===== src/rtl/result_streamer.sv =====
// result_streamer
//   Streams a finished image from output memory to the UART transmitter.
//   The block owns the output-memory read address while sending and fetches
//   one byte at a time. Each fetch waits a fixed read latency. The byte goes
//   out as a one-cycle strobe, and the next fetch waits for the transmitter's
//   completion pulse. Host flow control (pause) only holds back new bytes.
//
// Optional build macro: CHECKSUM_EN
//   When defined, a running XOR of all data bytes is appended as one extra
//   byte after the last data byte. For len=0 that byte is 0x00.
//
// Ports:
//   clk, rst          clock, synchronous active-high reset
//   start, len        one-cycle run request, byte count latched on acceptance
//   pause             host not ready; blocks the next strobe only
//   mem_addr          output-memory read address
//   mem_rd_data       read data, valid RD_LATENCY cycles after mem_addr
//   tx_dv, tx_byte    transmit strobe and registered byte to uart_tx
//   tx_active         transmitter busy
//   tx_done           transmitter completion pulse
//   busy, done        run in progress / one-cycle completion pulse
//   sent_count        data bytes fully transmitted in current or last run
module result_streamer #(
  parameter int ADDR_BITS  = 9,
  parameter int LEN_BITS   = 16,
  parameter int RD_LATENCY = 1
) (
  input  logic                 clk,
  input  logic                 rst,
  input  logic                 start,
  input  logic [LEN_BITS-1:0]  len,
  input  logic                 pause,
  output logic [ADDR_BITS-1:0] mem_addr,
  input  logic [7:0]           mem_rd_data,
  output logic                 tx_dv,
  output logic [7:0]           tx_byte,
  input  logic                 tx_active,
  input  logic                 tx_done,
  output logic                 busy,
  output logic                 done,
  output logic [LEN_BITS-1:0]  sent_count
);

  localparam int LAT_W = $clog2(RD_LATENCY + 1);

  typedef enum logic [2:0] {
    S_IDLE,
    S_FETCH,
    S_WAIT_RD,
    S_SEND,
    S_WAIT_TX,
    S_FINISH
`ifdef CHECKSUM_EN
    , S_CSUM
`endif
  } state_t;

  state_t               state_q, state_d;
  logic [LEN_BITS-1:0]  len_q, len_d;
  logic [ADDR_BITS-1:0] addr_q, addr_d;
  logic                 tx_dv_q, tx_dv_d;
  logic [7:0]           tx_byte_q, tx_byte_d;
  logic                 busy_q, busy_d;
  logic                 done_q, done_d;
  logic [LEN_BITS-1:0]  sent_q, sent_d;
  logic [LAT_W-1:0]     lat_q, lat_d;
`ifdef CHECKSUM_EN
  logic [7:0]           csum_q, csum_d;
  logic                 csum_phase_q, csum_phase_d;
`endif

  always_comb begin
    state_d   = state_q;
    len_d     = len_q;
    addr_d    = addr_q;
    tx_dv_d   = 1'b0;
    tx_byte_d = tx_byte_q;
    busy_d    = busy_q;
    done_d    = 1'b0;
    sent_d    = sent_q;
    lat_d     = lat_q;
`ifdef CHECKSUM_EN
    csum_d       = csum_q;
    csum_phase_d = csum_phase_q;
`endif
    case (state_q)
      S_IDLE: begin
        busy_d = 1'b0;
        // busy_q is still high during the done cycle, so a start that
        // coincides with done is dropped here.
        if (start && !busy_q) begin
          len_d  = len;
          sent_d = '0;
          addr_d = '0;
          busy_d = 1'b1;
`ifdef CHECKSUM_EN
          csum_d       = '0;
          csum_phase_d = 1'b0;
          state_d      = (len == '0) ? S_CSUM : S_FETCH;
`else
          state_d      = (len == '0) ? S_FINISH : S_FETCH;
`endif
        end
      end
      S_FETCH: begin
        lat_d   = LAT_W'(1);
        state_d = S_WAIT_RD;
      end
      S_WAIT_RD: begin
        if (lat_q == LAT_W'(RD_LATENCY)) begin
          tx_byte_d = mem_rd_data;
          state_d   = S_SEND;
        end else begin
          lat_d = lat_q + LAT_W'(1);
        end
      end
      S_SEND: begin
        if (!pause && !tx_active) begin
          tx_dv_d = 1'b1;
          state_d = S_WAIT_TX;
        end
      end
      S_WAIT_TX: begin
        if (tx_done) begin
`ifdef CHECKSUM_EN
          if (csum_phase_q) begin
            state_d = S_FINISH;
          end else begin
            sent_d = sent_q + LEN_BITS'(1);
            csum_d = csum_q ^ tx_byte_q;
            if (sent_q + LEN_BITS'(1) == len_q) begin
              state_d = S_CSUM;
            end else begin
              addr_d  = addr_q + ADDR_BITS'(1);
              state_d = S_FETCH;
            end
          end
`else
          sent_d = sent_q + LEN_BITS'(1);
          if (sent_q + LEN_BITS'(1) == len_q) begin
            state_d = S_FINISH;
          end else begin
            // Address wraps silently when len exceeds the memory depth.
            addr_d  = addr_q + ADDR_BITS'(1);
            state_d = S_FETCH;
          end
`endif
        end
      end
      S_FINISH: begin
        done_d  = 1'b1;
        state_d = S_IDLE;
      end
`ifdef CHECKSUM_EN
      S_CSUM: begin
        tx_byte_d    = csum_q;
        csum_phase_d = 1'b1;
        state_d      = S_SEND;
      end
`endif
      default: state_d = S_IDLE;
    endcase
  end

  always_ff @(posedge clk) begin
    if (rst) begin
      state_q   <= S_IDLE;
      addr_q    <= '0;
      tx_dv_q   <= 1'b0;
      tx_byte_q <= '0;
      busy_q    <= 1'b0;
      done_q    <= 1'b0;
      sent_q    <= '0;
`ifdef CHECKSUM_EN
      csum_phase_q <= 1'b0;
`endif
    end else begin
      state_q   <= state_d;
      addr_q    <= addr_d;
      tx_dv_q   <= tx_dv_d;
      tx_byte_q <= tx_byte_d;
      busy_q    <= busy_d;
      done_q    <= done_d;
      sent_q    <= sent_d;
`ifdef CHECKSUM_EN
      csum_phase_q <= csum_phase_d;
`endif
    end
  end

  // Run-scoped values: always initialised on an accepted start before use.
  always_ff @(posedge clk) begin
    len_q <= len_d;
    lat_q <= lat_d;
`ifdef CHECKSUM_EN
    csum_q <= csum_d;
`endif
  end

  assign mem_addr   = addr_q;
  assign tx_dv      = tx_dv_q;
  assign tx_byte    = tx_byte_q;
  assign busy       = busy_q;
  assign done       = done_q;
  assign sent_count = sent_q;

endmodule

===== config.mk =====
export PLATFORM = sky130hd
export DESIGN_NAME = result_streamer
export DESIGN_NICKNAME = d
export VERILOG_FILES = /design/src/rtl/result_streamer.sv
export SDC_FILE = /design/constraint.sdc
export NUM_CORES = 1
export LEC_CHECK = 0
export ABC_AREA = 1
export BUFFER_PORTS_ARGS = -buffer_cell sky130_fd_sc_hd__buf_2
export CELL_PAD_IN_SITES_DETAIL_PLACEMENT = 0
export CELL_PAD_IN_SITES_GLOBAL_PLACEMENT = 1
export CORE_ASPECT_RATIO = 1.2
export CORE_MARGIN = 3
export CORE_UTILIZATION = 42
export DETAILED_ROUTE_END_ITERATION = 12
export PLACE_DENSITY = 0.9
export REMOVE_ABC_BUFFERS = 1
export SLEW_MARGIN = 5
export SYNTH_ARGS = -nofsm -noshare
export SYNTH_HDL_FRONTEND = slang
export SYNTH_SLANG_ARGS = --single-unit

===== constraint.sdc =====
create_clock -name clk -period 7.4 [get_ports clk]
set_input_delay 0 -clock clk [delete_from_list [all_inputs] [get_ports clk]]
set_output_delay 0 -clock clk [all_outputs]
set_load 0.01 [all_outputs]

==> summary.txt <==
Min Hold Slack = 0.0381 ns
Layout Skew = 0.00535 ns
most frequent cells in the layout = nand2_1 (109), buf_2 (65), nor2_1 (49), inv_1 (46), nand3_1 (45)
GPL Wtd Cong = 0.807
Area Overhead vs Synth = 25.3%
DRT antenna net count = 0
Synth Area per Inst = 7.22 sq um
CTS root buffer = clkbuf_8
cell area after synthesis = 3010 sq um
worst slew pin tran = 0.826 ns
Hold Path Class = input pin to flip-flop
first-pass GRT wire length = 12,800 um
Routed WL = 7510 um
share of cells above drive strength 1 = 0.216
post-synth top area share = 0.260
Ys Warns = 0
Worst Path Required = 7.65 ns
gr ovfl total = 0
commonest non-fill, non-tap cell in the layout = nand2_1
DIE AREA = 8210 sq um
leakage power figure = 1.67 nW
fin crit period = 2.30 ns
period utilization = 0.310
Worst-Skew Late Latency = 0.30 ns
CTS max path bufs = 2
Worst Setup End Kind = flip-flop
endpoints failing setup = 0
WL/cell = 12.6 um
post-CTS setup buffers = 0
Resized Gates After CTS = 0
fmax = 436 MHz
final core occ = 0.546
register area share after synthesis = 0.420
TritonCTS clock tree = done
initial antenna violation count = 0
1st-iter DRT viols = 99
CTS H-tree lvls = 2
crit path launch type = flip-flop
#FFs+latches synth = 55
DR DRC count = 0
Synth cell types = 35
Die Span Y = 98.7 um
via/cell ratio = 4.89
Post-layout nets = 540
Core ar. = 6900 sq um
Detail Placement HPWL = 5400 um
largest net degree at the start of global routing = 21
Total GRT Usage = 0.189
CP arrival = 2.54 ns
pwr dens = 212 nW/um^2
RSZ-0062 raised after global routing = false
final cell count without fillers = 596
cts bufs inserted = 5
IO Port Bufs = 65
leading area contributor after synthesis = dfxtp_1
status = finished, final reports clean
vias in the first global route = 2,861
Max-Cap Viols = 0
Synth area leaders = dfxtp_1 (26%), edfxtp_1 (16%), nand2_1 (14%), nand3_1 (7.5%), nor2_1 (6.1%)
die span in x = 83.2 um
placed cells = 562
io pins = 66
Cells after Synth = 416
CTS clk-pin slew, worst paths = 0.10 ns
number of diodes = 0
setup tns final = 0 ns
CP Class = flip-flop to flip-flop
Vias = 2,913
Final Hold Fails = 0
VDD IR-drop max = 0.000151 V
CP Max Fanout = 17
Final Max Tran Viols = 0
# hold bufs at CTS = 26
DR pass1 iterations = 4
Initial Util = 0.436
Num Clock Sinks = 55
Rel. slew slack = 0.445
num rows = 33
-- Yosys cell counts --
cell	instances
o21bai_1	1
nand2_2	2
nand3b_1	3
o21bai_2	1
ha_1	2
inv_6	1
buf_1	2
nand3_4	1
a21oi_1	19
buf_4	1
buf_2	1
nor3_2	1
xnor3_1	1
o211a_1	1
nand2_1	109
nor2_4	8
nand2_4	2
dfxtp_1	39
nor2_2	11
clkbuf_1	4
o21ai_0	18
inv_2	5
edfxtp_1	16
nand4_1	10
xnor2_2	1
o21ai_1	1
xor2_1	2
nor3_1	3
or2_2	2
nor2_1	49
nand3_2	1
nand3_1	45
nor4_1	6
inv_1	46
xnor2_1	1
-- power by group --
group	switching, mW	leakage (nW)	internal [mW]
sequential	0.0353	0.467	0.364
clock	0.0965	0.0422	0.0668
combinational	0.142	1.16	0.0922
total	0.274	1.67	0.523
-- path summary, 6_finish.rpt --
kind | slack, ns | startpoint | endpoint | cells past startpoint
min reg2reg | 0.49 | state_q[0] | done | 2
max reg2reg | 5.10 | state_q[2] | mem_addr[7] | 11
max | 5.10 | state_q[2] | mem_addr[7] | 11
min | 0.04 | tx_done | state_q[2] | 4
-- registers in the layout (all words and copies together), names as in the netlist --
name,cells
busy,1
done,1
len_q,16
mem_addr,9
sent_count,16
state_q,3
tx_byte,8
tx_dv,1
-- metrics by stage --
stage                     setup WS [ns]  cell area [sq um]  power, mW
after floorplan                    4.37               2970      0.550
after global placement             5.10               3420      0.630
after detailed placement           5.08               3420      0.632
after CTS                          5.05               3770      0.807
after global routing               4.75               3770      0.853
final                              5.10               3770      0.797
-- worst max-delay path, cell delays in order (launching register included) --
cell and delay [ns]:
dfxtp_1 0.47, inv_1 0.15, nor2_4 0.27, inv_2 0.11, nor2_4 0.38, nor2_1 0.09, buf_4 0.22, inv_2 0.21
nand2_4 0.10, inv_6 0.11, nor2_2 0.04, nor2_1 0.08
-- routing by layer --
layer / vias to the layer above / track usage / wire length (um)
li1: 1532 / - / -
met1: 1295 / 0.216 / 3290
met2: 75 / 0.344 / 3720
met3: 11 / 0.0410 / 359
met4: 0 / 0.0717 / 149
met5: - / 0 / 0
-- final cells by class --
| cell class | count | area (sq um) |
|---|---|---|
| Fill cell | 662 | 3130 |
| Multi-Input combinational cell | 301 | 1510 |
| Sequential cell | 55 | 1260 |
| Timing Repair Buffer | 93 | 601 |
| Inverter | 52 | 200 |
| Tap cell | 87 | 109 |
| Clock buffer | 7 | 76.3 |
| Clock inverter | 1 | 5.00 |
-- cell families after synthesis --
kind of cell,synth area share
compound gates,0.0729
xor+xnor,0.0217
fa+ha+maj,0.00833
buf+inv,0.0783
flops,0.420
simple gates,0.399
Power figures use the tool's default switching activity.
